### config.mk
export PLATFORM = sky130hd
export DESIGN_NAME = kb_entry_ctrl_flat
export DESIGN_NICKNAME = d
export VERILOG_FILES = /design/src/rtl/kb_pkg.sv /design/src/rtl/kb_entry_ctrl_if.sv /design/src/rtl/kb_key_classify.sv /design/src/rtl/kb_entry_ctrl.sv /design/src/flat_wrapper.sv
export SDC_FILE = /design/constraint.sdc
export NUM_CORES = 1
export LEC_CHECK = 0
export BUFFER_PORTS_ARGS = -buffer_cell sky130_fd_sc_hd__buf_2
export CAP_MARGIN = 20
export CORE_UTILIZATION = 57
export CTS_BUF_LIST = sky130_fd_sc_hd__clkbuf_8 sky130_fd_sc_hd__clkbuf_16
export DETAILED_ROUTE_END_ITERATION = 12
export HOLD_SLACK_MARGIN = 0.1
export PLACE_DENSITY_LB_ADDON = 0.2
export SETUP_SLACK_MARGIN = 0.2
export SYNTH_ARGS = -nofsm -noshare
export SYNTH_HDL_FRONTEND = slang
export SYNTH_SLANG_ARGS = --single-unit
### constraint.sdc
create_clock -name clk -period 3.2 [get_ports clk]
set_input_delay 0 -clock clk [delete_from_list [all_inputs] [get_ports clk]]
set_output_delay 0 -clock clk [all_outputs]
set_load 0.005 [all_outputs]
### src/rtl/kb_pkg.sv
`default_nettype none
// ============================================================================
//  Module   : kb_pkg
//  Brief    : Shared constants and types for the keypad numeric-entry path.
//  Revision : 1.0 - initial release
// ============================================================================
package kb_pkg;

    localparam logic [7:0]  KB_ASCII_ZERO  = 8'h30;
    localparam logic [7:0]  KB_ASCII_NINE  = 8'h39;
    localparam logic [7:0]  KB_ASCII_BKSP  = 8'h08;
    localparam logic [7:0]  KB_ASCII_ENTER = 8'h0D;
    localparam logic [7:0]  KB_ASCII_ESC   = 8'h1B;

    localparam logic [31:0] KB_BUF_BLANK   = 32'h3030_3030;
    localparam logic [2:0]  KB_MAX_DIGITS  = 3'd4;

    typedef enum logic [2:0] {
        KEY_DIGIT = 3'd0,
        KEY_BKSP  = 3'd1,
        KEY_ENTER = 3'd2,
        KEY_ESC   = 3'd3,
        KEY_OTHER = 3'd4
    } kb_key_class_t;

    typedef enum logic [1:0] {
        ST_EMPTY  = 2'd0,
        ST_ENTRY  = 2'd1,
        ST_COMMIT = 2'd2
    } kb_entry_state_t;

endpackage
`default_nettype wire

### src/rtl/kb_entry_ctrl_if.sv
`default_nettype none
// ============================================================================
//  Module   : kb_entry_ctrl_if
//  Brief    : Keystroke input and committed-buffer handshake bundle.
//  Revision : 1.0 - initial release
// ============================================================================
interface kb_entry_ctrl_if;

    logic [7:0]  key_data;
    logic        key_valid;
    logic        buffer_ready;
    logic [31:0] buffer;
    logic        buffer_valid;
    logic [2:0]  digit_count;
    logic        entry_active;
    logic        err_pulse;

    // master: keystroke source / buffer consumer side
    modport master (
        output key_data, key_valid, buffer_ready,
        input  buffer, buffer_valid, digit_count, entry_active, err_pulse
    );

    // slave: the entry controller
    modport slave (
        input  key_data, key_valid, buffer_ready,
        output buffer, buffer_valid, digit_count, entry_active, err_pulse
    );

endinterface
`default_nettype wire

### src/rtl/kb_key_classify.sv
`default_nettype none
// ============================================================================
//  Module   : kb_key_classify
//  Brief    : Combinational ASCII keystroke classifier.
//  Revision : 1.0 - initial release
// ============================================================================
module kb_key_classify
    import kb_pkg::*;
(
    input  wire logic [7:0] key_data,
    output kb_key_class_t   key_class
);

    always_comb begin
        key_class = KEY_OTHER;
        if ((key_data >= KB_ASCII_ZERO) && (key_data <= KB_ASCII_NINE)) begin
            key_class = KEY_DIGIT;
        end else if (key_data == KB_ASCII_BKSP) begin
            key_class = KEY_BKSP;
        end else if (key_data == KB_ASCII_ENTER) begin
            key_class = KEY_ENTER;
        end else if (key_data == KB_ASCII_ESC) begin
            key_class = KEY_ESC;
        end
    end

endmodule
`default_nettype wire

### src/rtl/kb_entry_ctrl.sv
`default_nettype none
// ============================================================================
//  Module   : kb_entry_ctrl
//  Brief    : Keypad entry sequencer: 4-digit ASCII shift buffer, commit
//             handshake and idle auto-clear.
//  Revision : 1.0 - initial release
// ============================================================================
module kb_entry_ctrl
    import kb_pkg::*;
#(
    parameter int unsigned TIMEOUT_CYCLES = 50_000_000
)(
    input  wire logic     clk,
    input  wire logic     rst,
    kb_entry_ctrl_if.slave bus
);

    localparam logic        c_timeout_en   = (TIMEOUT_CYCLES != 0);
    localparam logic [31:0] c_timeout_last = 32'(TIMEOUT_CYCLES - 1);

    kb_entry_state_t r_state;
    logic [31:0]     r_buffer;
    logic            r_buffer_valid;
    logic [2:0]      r_count;
    logic            r_entry_active;
    logic            r_err_pulse;
    logic [31:0]     r_timer;

    kb_key_class_t   w_key_class;
    logic            w_timeout_hit;

    kb_key_classify u_classify (
        .key_data  (bus.key_data),
        .key_class (w_key_class)
    );

    assign w_timeout_hit = c_timeout_en && (r_timer == c_timeout_last);

    always_ff @(posedge clk) begin
        if (rst) begin
            r_state        <= ST_EMPTY;
            r_buffer       <= KB_BUF_BLANK;
            r_buffer_valid <= 1'b0;
            r_count        <= 3'd0;
            r_entry_active <= 1'b0;
            r_err_pulse    <= 1'b0;
            r_timer        <= 32'd0;
        end else begin
            r_err_pulse <= 1'b0;
            case (r_state)
                ST_EMPTY, ST_ENTRY: begin
                    if (bus.key_valid) begin
                        r_timer <= 32'd0;
                        case (w_key_class)
                            KEY_DIGIT: begin
                                if (r_count < KB_MAX_DIGITS) begin
                                    r_buffer       <= {r_buffer[23:0], bus.key_data};
                                    r_count        <= r_count + 3'd1;
                                    r_state        <= ST_ENTRY;
                                    r_entry_active <= 1'b1;
                                end else begin
                                    r_err_pulse <= 1'b1;
                                end
                            end
                            KEY_BKSP: begin
                                if (r_count != 3'd0) begin
                                    r_buffer <= {KB_ASCII_ZERO, r_buffer[31:8]};
                                    r_count  <= r_count - 3'd1;
                                    if (r_count == 3'd1) begin
                                        r_state        <= ST_EMPTY;
                                        r_entry_active <= 1'b0;
                                    end
                                end else begin
                                    r_err_pulse <= 1'b1;
                                end
                            end
                            KEY_ENTER: begin
                                if (r_state == ST_ENTRY) begin
                                    r_state        <= ST_COMMIT;
                                    r_buffer_valid <= 1'b1;
                                    r_entry_active <= 1'b0;
                                end else begin
                                    r_err_pulse <= 1'b1;
                                end
                            end
                            KEY_ESC: begin
                                r_state        <= ST_EMPTY;
                                r_buffer       <= KB_BUF_BLANK;
                                r_count        <= 3'd0;
                                r_entry_active <= 1'b0;
                            end
                            default: ;
                        endcase
                    end else if (r_state == ST_ENTRY) begin
                        // Idle expiry behaves like ESC, silently
                        if (w_timeout_hit) begin
                            r_state        <= ST_EMPTY;
                            r_buffer       <= KB_BUF_BLANK;
                            r_count        <= 3'd0;
                            r_entry_active <= 1'b0;
                            r_timer        <= 32'd0;
                        end else begin
                            r_timer <= r_timer + 32'd1;
                        end
                    end
                end
                ST_COMMIT: begin
                    if (bus.key_valid) begin
                        r_err_pulse <= 1'b1;
                    end
                    if (bus.buffer_ready) begin
                        r_state        <= ST_EMPTY;
                        r_buffer       <= KB_BUF_BLANK;
                        r_count        <= 3'd0;
                        r_buffer_valid <= 1'b0;
                    end
                end
                default: begin
                    r_state        <= ST_EMPTY;
                    r_buffer       <= KB_BUF_BLANK;
                    r_buffer_valid <= 1'b0;
                    r_count        <= 3'd0;
                    r_entry_active <= 1'b0;
                    r_timer        <= 32'd0;
                end
            endcase
        end
    end

    assign bus.buffer       = r_buffer;
    assign bus.buffer_valid = r_buffer_valid;
    assign bus.digit_count  = r_count;
    assign bus.entry_active = r_entry_active;
    assign bus.err_pulse    = r_err_pulse;

endmodule
`default_nettype wire

### src/flat_wrapper.sv
// flat-port wrapper written by rule: the top's interface ports become plain ports
module kb_entry_ctrl_flat import kb_pkg::*;
#(
    parameter int unsigned TIMEOUT_CYCLES = 50_000_000
)
  (clk, rst, bus_key_data, bus_key_valid, bus_buffer_ready, bus_buffer, bus_buffer_valid, bus_digit_count, bus_entry_active, bus_err_pulse);
  kb_entry_ctrl_if bus_i ();
  input  wire logic clk;
  input  wire logic rst;
  input wire logic [$bits(bus_i.key_data)-1:0] bus_key_data;
  input wire logic [$bits(bus_i.key_valid)-1:0] bus_key_valid;
  input wire logic [$bits(bus_i.buffer_ready)-1:0] bus_buffer_ready;
  output wire logic [$bits(bus_i.buffer)-1:0] bus_buffer;
  output wire logic [$bits(bus_i.buffer_valid)-1:0] bus_buffer_valid;
  output wire logic [$bits(bus_i.digit_count)-1:0] bus_digit_count;
  output wire logic [$bits(bus_i.entry_active)-1:0] bus_entry_active;
  output wire logic [$bits(bus_i.err_pulse)-1:0] bus_err_pulse;
  assign bus_i.key_data = bus_key_data;
  assign bus_i.key_valid = bus_key_valid;
  assign bus_i.buffer_ready = bus_buffer_ready;
  assign bus_buffer = bus_i.buffer;
  assign bus_buffer_valid = bus_i.buffer_valid;
  assign bus_digit_count = bus_i.digit_count;
  assign bus_entry_active = bus_i.entry_active;
  assign bus_err_pulse = bus_i.err_pulse;
  kb_entry_ctrl #(.TIMEOUT_CYCLES(TIMEOUT_CYCLES)) u_core (.clk(clk), .rst(rst), .bus(bus_i));
endmodule
# Word-level counts from Yosys, hierarchy flattened
# Index checks and enable logic that the tools add are counted.
# totals
reg_bits	72
input_bits	12
out_inout_bits	38
wordCells	101
# classes
addsub	3
magnitude_cmp	3
n_eq_ne	22
mux	55
n_bitwise	1
reduce_logical	10
# op_table
cell	n
2-to-1 mux 32 bit	9
one-hot mux 32 bit (2 select lines)	2
one-hot mux 32 bit (3 select lines)	1
adder 32 x 1 -> 32 bit (second input constant)	1
equality test 32 x 26 -> 1 bit (second input constant)	1
2-to-1 mux 3 bit	10
equality test 8 x 4 -> 1 bit (second input constant)	2
2-to-1 mux 1 bit	16
2-to-1 mux 2 bit	8
AND reduction 8 bit	2
!= test 4 x 3 -> 1 bit (second input constant)	3
!= test 3 x 2 -> 1 bit (second input constant)	3
one-hot mux 3 bit (3 select lines)	1
equality test 8 x 5 -> 1 bit (second input constant)	1
greater-or-equal comparator 8 x 6 -> 1 bit (second input constant)	1
<= comparator 8 x 6 -> 1 bit (second input constant)	1
one-hot mux 2 bit (4 select lines)	1
equality test 3 x 1 -> 1 bit (second input constant)	2
equality test 3 x 2 -> 1 bit (second input constant)	2
!= test 2 bit (second input constant)	3
!= test 6 bit (second input constant)	1
one-hot mux 1 bit (2 select lines)	3
one-hot mux 3 bit (2 select lines)	1
AND reduction 6 bit	1
other kinds (18)	18

# Logic depth before layout (Yosys ltp)
# Gate-level depths: netlist (run 1).
# depth
depth_word	9
ltp_mapped	8
ltp_nobuf	7

# By module
# A second synthesis (run 1) with hierarchy kept.
# unflattened
cells_unflattened	434
area_unflattened_um2	3900.0
# modules_own_cells
module	instances	cells_per_inst	area_per_inst_um2	seq_area_each_um2
kb_entry_ctrl	1	420	3798.6	1441.4
kb_key_classify	1	14	101.3	0.0

# Worst setup path before layout (run 1)
# OpenSTA, ideal clock, no wires.
# synth_path
kind	reg2reg
from	register u_core.r_timer[0]
to	register u_core.r_buffer[10] (netlist: u_core.bus.buffer[10])
setup_time_ns	0.146
arrival_time_ns	2.388
required_ns	3.054
setup_slack_ns	0.666
stages_incl_launch_ff	8
n_path_buf	1
period_less_slack_ns	2.534
cell_sequence	dfxtp_1 -> ha_1 -> nand4_1 -> or4_1 -> or4_1 -> a211oi_4 -> buf_4 -> a211oi_2
# synth_via
elab_chain_len	3
# synth_rtl
item	line	source
start, declared	kb_entry_ctrl.sv:27	logic [31:0] r_timer;
start signal, assigned	kb_entry_ctrl.sv:103	r_timer <= r_timer + 32'd1;
equality test 32 x 26 -> 1 bit	kb_entry_ctrl.sv:37	assign w_timeout_hit = c_timeout_en && (r_timer == c_timeout_last);
!= test 3 x 2 -> 1 bit (no line)	--	
AND reduction 6 bit (no line)	--	
end signal, assigned	kb_entry_ctrl.sv:57	r_buffer <= {r_buffer[23:0], bus.key_data};
end signal, assigned	kb_entry_ctrl.sv:67	r_buffer <= {KB_ASCII_ZERO, r_buffer[31:8]};
end, declared	kb_entry_ctrl.sv:22	logic [31:0] r_buffer;
# Every way passes these cells.
# A chain may end at the register's enable or synchronous reset.

# Worst setup path after layout (run 1)
# layout_path
from	register u_core.r_timer[0]
to	register u_core.r_count[1] (netlist: u_core.bus.digit_count[1])
# layout_via
elab_chain_len	3
# layout_rtl
item	line	source
equality test 32 x 26 -> 1 bit	kb_entry_ctrl.sv:37	
!= test 3 x 2 -> 1 bit (no line)	--	
AND reduction 6 bit (no line)	--	
end signal, assigned	kb_entry_ctrl.sv:58	r_count <= r_count + 3'd1;
end signal, assigned	kb_entry_ctrl.sv:68	r_count <= r_count - 3'd1;
end, declared	kb_entry_ctrl.sv:24	logic [2:0] r_count;
# Every way passes these cells.

==> results of run 1 <==
cells by family (layout without fill, tap and decap cells):
family / Yosys count / count (layout) / synth area share [%]
AOI/OAI and AO/OA: 81 / 81 / 18.6
xor gates and xnor gates: 30 / 30 / 7.43
adders and majority gates: 5 / 5 / 1.77
buffers and inverters: 34 / 89 / 4.85
DFF: 72 / 72 / 40.8
muxes: 2 / 2 / 0.566
and+or+nand+nor: 181 / 181 / 26.0
area by class of cell:
type	instances	area, sq um
clock buffers	9	124
clock inverters	7	61.3
fillers	518	1880
inverters	9	33.8
multi-input cells	299	1930
flip-flops and latches	72	1440
well taps	75	93.8
repair buffers	64	389
stage by stage:
step                std cells  setup WS, ps
floorplan                 405           666
global placement          512           551
finish                    535           422
CTS                       534           403
global route              535           274
detailed placement        512           453
registers in the layout (all words and copies together) (netlist names):
register                 flops
u_core.bus.buffer           32
u_core.bus.buffer_valid      1
u_core.bus.digit_count       3
u_core.bus.entry_active      1
u_core.bus.err_pulse         1
u_core.r_state               2
u_core.r_timer              32
worst min-delay path: stages:
cell and delay [ps]:
buf_2 140, a22oi_1 200, a211oi_2 90
where the power goes:
group,switching [mW],internal (mW)
clock network,0.379,0.297
registers,0.0230,0.919
logic,0.114,0.0808
worst paths after layout:
| path | from | slack (ps) | cells past startpoint | to |
|---|---|---|---|---|
| setup / recovery | u_core.r_timer[0] | 420 | 8 | u_core.bus.digit_count[1] |
| hold / removal | bus_key_data[2] | 120 | 3 | u_core.bus.buffer[2] |
| setup reg to reg | u_core.r_timer[0] | 420 | 8 | u_core.bus.digit_count[1] |
| hold reg to reg | u_core.bus.entry_active | 460 | 2 | u_core.bus.entry_active |
metal layers:
| metal | vias to the layer above | GRT usage, % | wire [um] |
|---|---|---|---|
| met5 | - | 0 | 0 |
| met4 | 0 | 9.82 | 144 |
| met2 | 71 | 41.1 | 3530 |
| met3 | 11 | 5.73 | 291 |
| met1 | 1453 | 29.5 | 3610 |
| li1 | 1569 | - | - |
layout by cell type (no fill, tap or decap), types with 12 or more instances in the layout:
cell and count:
nand3_1 21, a21oi_1 15, nor2_1 67, dfxtp_1 72, xnor2_1 15, a22oi_1 16, nor3_1 14, xor2_1 15
buf_2 49, nand4_1 12, nand2_1 17, a211oi_2 17
cells in the mapped netlist, drive strengths merged, types with 8 or more instances:
| cell | number |
|---|---|
| xor2 | 15 |
| a211oi | 20 |
| dfxtp | 72 |
| a21oi | 15 |
| a31oi | 9 |
| buf | 8 |
| nand3 | 21 |
| nand4 | 13 |
| clkbuf | 17 |
| nand2b | 11 |
| xnor2 | 15 |
| a22oi | 16 |
| nor2 | 67 |
| nor3 | 14 |
| inv | 9 |
| nand2 | 17 |
==> results.sh, run 1 <==
export IMPL_finalHoldViolCount=0
export IMPL_maxSlewHeadroom_pct=53.6
export IMPL_cts_resized=0
export IMPL_cts_tree="done"
export IMPL_yosys_most_used_dff="dfxtp_1"
export IMPL_ant_nets=0
export IMPL_grt_max_degree=71
export IMPL_setup_viol=0
export IMPL_drc=0
export IMPL_clk_pin_slew_ps=80
export IMPL_die_area_sq_um=6520
export IMPL_clk_latency_ps=360
export IMPL_slowest_delay_ps=540
export IMPL_cts_sinks=72
export IMPL_die_h_um=80.7
export IMPL_fin_crit_ps=2780
export IMPL_critPathKind="flip-flop to flip-flop"
export IMPL_ys_seq_elements=72
export IMPL_worstMarginPinSlew_ps=695
export IMPL_core_sq_um=5960
export IMPL_cp_top_family="simple AND/OR/NAND/NOR gates"
export IMPL_grt_usage_pct=24.2
export IMPL_start_util_pct=59.3
export IMPL_synth_area_leaders="dfxtp_1 41%, nor2_1 7.1%, a211oi_2 6.0%"
export IMPL_nets=472
export IMPL_antenna_cells=0
export IMPL_hold_buffers=6
export IMPL_vias=3104
export IMPL_clock_root_buffer="clkbuf_8"
export IMPL_cp_max_fo=70
export IMPL_min_period_over_period_pct=86.8
export IMPL_leakagePower_nw=1.45
export IMPL_routedWlPerCell_um=14.2
export IMPL_synth_edf_count=0
export IMPL_slew_violations=0
export IMPL_vdd_ir_drop_max_mv=0.369
export IMPL_cp_common_cell="or4_1"
export IMPL_cts_max_level=3
export IMPL_path_buf_inv=1
export IMPL_grt_pass1_vias=2784
export IMPL_ios=50
export IMPL_path_cells="ha_1, nand4_1, or4_1, or4_1, a211oi_4, buf_12, nor2_1, a211oi_2"
export IMPL_fmax_ghz=0.360
export IMPL_tns_ps=0
export IMPL_globalplace_congestion=0.824
export IMPL_grt_pass1_wl_um=12200
export IMPL_rows=28
export IMPL_arrival_ps=3060
export IMPL_hp_class="input port to flip-flop"
export IMPL_synth_top_cell_area_share_pct=40.8
export IMPL_powerDensity_nw_per_um2=445
export IMPL_avgSynthCellArea_sq_um=8.73
export IMPL_status="finished clean"
export IMPL_end_kind="flip-flop"
export IMPL_async_flop_share_pct=0
export IMPL_holdWs_ps=121
export IMPL_drt_iter0_drc=172
export IMPL_critPathLaunchType="flip-flop"
export IMPL_rsz0062_at_grt="false"
export IMPL_wirelength_um=7580
export IMPL_required_ps=3480
export IMPL_vias_per_cell=5.80
export IMPL_die_w_um=80.7
export IMPL_finish_utilization_pct=68.4
export IMPL_design_area_sq_um=4070
export IMPL_synth_nets=422
export IMPL_cts_buffers=9
export IMPL_port_buffers=49
export IMPL_cts_setup_buffers=0
export IMPL_dp_hpwl_um=5160
export IMPL_yosys_warnings=0
export IMPL_drv_cap=0
export IMPL_grt_antenna_before_repair=0
export IMPL_fin_skew_ps=10.7
export IMPL_overflow=0
export IMPL_syn_cell_area_sq_um=3530
export IMPL_cts_buffer_depth=2
export IMPL_dr_pass1_iters=4
export IMPL_drive_above_1_share_pct=21.1
export IMPL_syn_inst=405
export IMPL_slowest_stage="or4_1"
export IMPL_yosysUniqueCellTypes=50
export IMPL_power_mw=1.81
export IMPL_synth_top_area_cell="dfxtp_1"
export IMPL_dpl_instance_area_sq_um=3810
export IMPL_yosysSeqAreaShare_pct=40.8
export IMPL_area_growth_pct=15.2
Power figures use the tool's default switching activity.
==> inputs of run 2 (changes only) <==
ABC_AREA = 1   (was unset)
CORE_UTILIZATION = 58   (was 57)
==> run 2 against run 1 <==
Net effect:
- the flow now finishes with violations (design-rule violations)
- fmax is 24% higher
- core utilization increased by 0.16 points
- synthesized area rose by 11%
- sequential power up 7%
- final cell count up 38%
- worst hold slack got worse by 3.7 ps
- synthesized cell count up 50%
- clock power increased by 8.4%
- flip-flop and latch count stayed put
- critical path depth increased by 4
- final area is 8.1% higher
- critical endpoint is now u_core.bus.buffer[18]
- largest cell class unchanged
==> results.sh, run 2 <==
export IMPL_path_cells="dlygate4sd3_1, buf_2, nor2_1, nand2_1, nor2_4, nor2_1, nand2_1, inv_1, nand2_1, o21ai_0, o21ai_0, nor2_1"
export IMPL_yosysSeqAreaShare_pct=36.9
export IMPL_vias_per_cell=5.38
export IMPL_yosysUniqueCellTypes=35
export IMPL_synth_nets=624
export IMPL_final_common_cell="nand2_1"
export IMPL_min_period_over_period_pct=69.9
export IMPL_dp_cells=718
export IMPL_internal_power_mw=1.45
export IMPL_violations="design-rule violations"
export IMPL_dr_pass1_iters=9
export IMPL_drive_above_1_share_pct=13.0
export IMPL_cts_max_level=3
export IMPL_cts_sinks=72
export IMPL_dp_hpwl_um=6710
export IMPL_p_sw_uw=662
export IMPL_cts_buffer_depth=2
export IMPL_overflow=0
export IMPL_syn_inst=607
export IMPL_ant_nets=0
export IMPL_vias=3971
export IMPL_required_ps=3460
export IMPL_die_area_sq_um=7070
export IMPL_fmax_ghz=0.447
export IMPL_avgSynthCellArea_sq_um=6.44
export IMPL_die_w_um=84.1
export IMPL_area_growth_pct=12.7
export IMPL_grt_antenna_before_repair=0
export IMPL_synth_top_area_cell="dfxtp_1"
export IMPL_async_flop_share_pct=0
export IMPL_critPathKind="input port to flip-flop"
export IMPL_clk_pin_slew_ps=80
export IMPL_fin_skew_ps=8.95
export IMPL_end_kind="flip-flop"
export IMPL_setup_viol=0
export IMPL_rrSetupSlack_ps=1040
export IMPL_syn_cell_area_sq_um=3910
export IMPL_slew_violations=0
export IMPL_cts_tree="done"
export IMPL_ys_seq_elements=72
export IMPL_worstMarginPinSlew_ps=572
export IMPL_synth_area_leaders="dfxtp_1 37%, nand2_1 13%, nor2_1 12%"
export IMPL_synth_top_cell_area_share_pct=36.9
export IMPL_drt_iter0_drc=326
export IMPL_cts_buffers=9
export IMPL_vdd_ir_drop_max_mv=0.271
export IMPL_fin_cells=738
export IMPL_grt_max_degree=39
export IMPL_routedWlPerCell_um=12.8
export IMPL_synth_edf_count=0
export IMPL_slowest_delay_ps=540
export IMPL_power_mw=2.12
export IMPL_globalplace_congestion=0.889
export IMPL_r2r_cells=10
export IMPL_drv_cap=0
export IMPL_arrival_ps=2500
export IMPL_wirelength_um=9480
export IMPL_finalHoldViolCount=0
export IMPL_start_util_pct=60.8
export IMPL_grt_pass1_vias=3648
export IMPL_yosys_warnings=0
export IMPL_maxSlewHeadroom_pct=61.8
export IMPL_clock_power_share_pct=34.6
export IMPL_status="finished with violations"
export IMPL_critPathLaunchType="input port"
export IMPL_p_seq_share_pct=47.7
export IMPL_rows=29
export IMPL_synth_commonest_cells="140 x nand2_1, 128 x nor2_1, 72 x dfxtp_1, 65 x inv_1, 37 x nand3_1"
export IMPL_yosysMostFrequentCell="nand2_1"
export IMPL_grt_usage_pct=28.4
export IMPL_hp_class="input port to flip-flop"
export IMPL_grt_pass1_wl_um=16200
export IMPL_port_buffers=49
export IMPL_leakagePower_nw=1.97
export IMPL_whs_path_depth=5
export IMPL_most_common_layout_cells="140 x nand2_1, 128 x nor2_1, 72 x dfxtp_1, 66 x inv_1, 49 x buf_2"
export IMPL_fin_crit_ps=2240
export IMPL_holdWs_ps=118
export IMPL_rsz0062_at_grt="false"
export IMPL_pwr_share_comb_pct=17.6
export IMPL_antenna_cells=0
export IMPL_nets=673
export IMPL_clk_latency_ps=360
export IMPL_clock_root_buffer="clkbuf_8"
export IMPL_cp_max_fo=16
export IMPL_netSwitchingFraction_pct=31.3
export IMPL_ios=50
export IMPL_core_sq_um=6420
export IMPL_yosys_most_used_dff="dfxtp_1"
export IMPL_die_h_um=84.1
export IMPL_drc=14
export IMPL_slowest_stage="dlygate4sd3_1"
export IMPL_tns_ps=0
export IMPL_powerDensity_nw_per_um2=481
run 2: cell count changes in the layout (fill, tap and decap cells not counted), sizes merged, moves of 11 or more:
cell	previous run	this run
a211oi	20	1
a22oi	16	0
inv	14	72
nand2	17	142
nand2b	11	0
nand3	21	37
nor2	67	136
o21ai	4	40
xnor2	15	2
run 2: final cells by class:
| type | instances | area (sq um) |
|---|---|---|
| Clock inverter | 7 | 72.6 |
| Multi-Input combinational cell | 445 | 2080 |
| Fill cell | 582 | 2020 |
| Sequential cell | 72 | 1440 |
| Tap cell | 77 | 96.3 |
| Inverter | 71 | 267 |
| Clock buffer | 9 | 124 |
| Timing Repair Buffer | 57 | 315 |
run 2: cell families after synthesis:
kind of cell | synth area share [%]
AND/OR/NAND/NOR | 38.1
buffers and inverters | 9.74
AO/OA/AOI/OAI | 10.8
flip-flops | 36.9
XOR/XNOR | 2.91
adder cells (fa/ha/maj) | 1.60
run 2: final timing paths:
check | start | end
max | bus_key_data[0] | u_core.bus.buffer[18]
max reg2reg | u_core.r_state[1] | u_core.r_timer[30]
min reg2reg | u_core.r_timer[31] | u_core.r_timer[31]
min | bus_key_data[2] | u_core.bus.buffer[2]
run 2: critical path: cells and delay by family:
kind | cells | cell delay, ps
and+or+nand+nor | 7 | 1180
AOI/OAI and AO/OA | 2 | 240
buffers and inverters | 3 | 1070
run 2: power groups by stage:
stage / logic [mW] / clock network, mW / registers, mW
after CTS: 0.372 / 0.746 / 1.01
after global placement: 0.359 / 0 / 1.03
after global routing: 0.423 / 0.778 / 1.02
after detailed placement: 0.367 / 0 / 1.03
after floorplan: 0.258 / 0 / 1.02
final: 0.373 / 0.733 / 1.01
run 2: what timing repair did:
action	in CTS	in global routing
endpoints found under the hold margin	10	0
resized for setup	0	0
hold buffers	4	0
buffers inserted	0	0
run 2: metal layers:
layer  wire, um  up-vias  GRT usage (%)
met2       4520      124           48.4
met3        572       21           5.84
li1           -     2031              -
met4        177        0           11.3
met1       4210     1795           34.9
met5          0        -              0
run 2: metrics by stage:
step	area [sq um]	setup slack, ps	util (%)
4_1_cts	4400	996	68.5
3_5_place_dp	4160	1070	64.8
2_1_floorplan	3910	1540	-
6_report	4400	962	68.5
3_3_place_gp	4160	1100	64.8
5_1_grt	4400	702	68.5
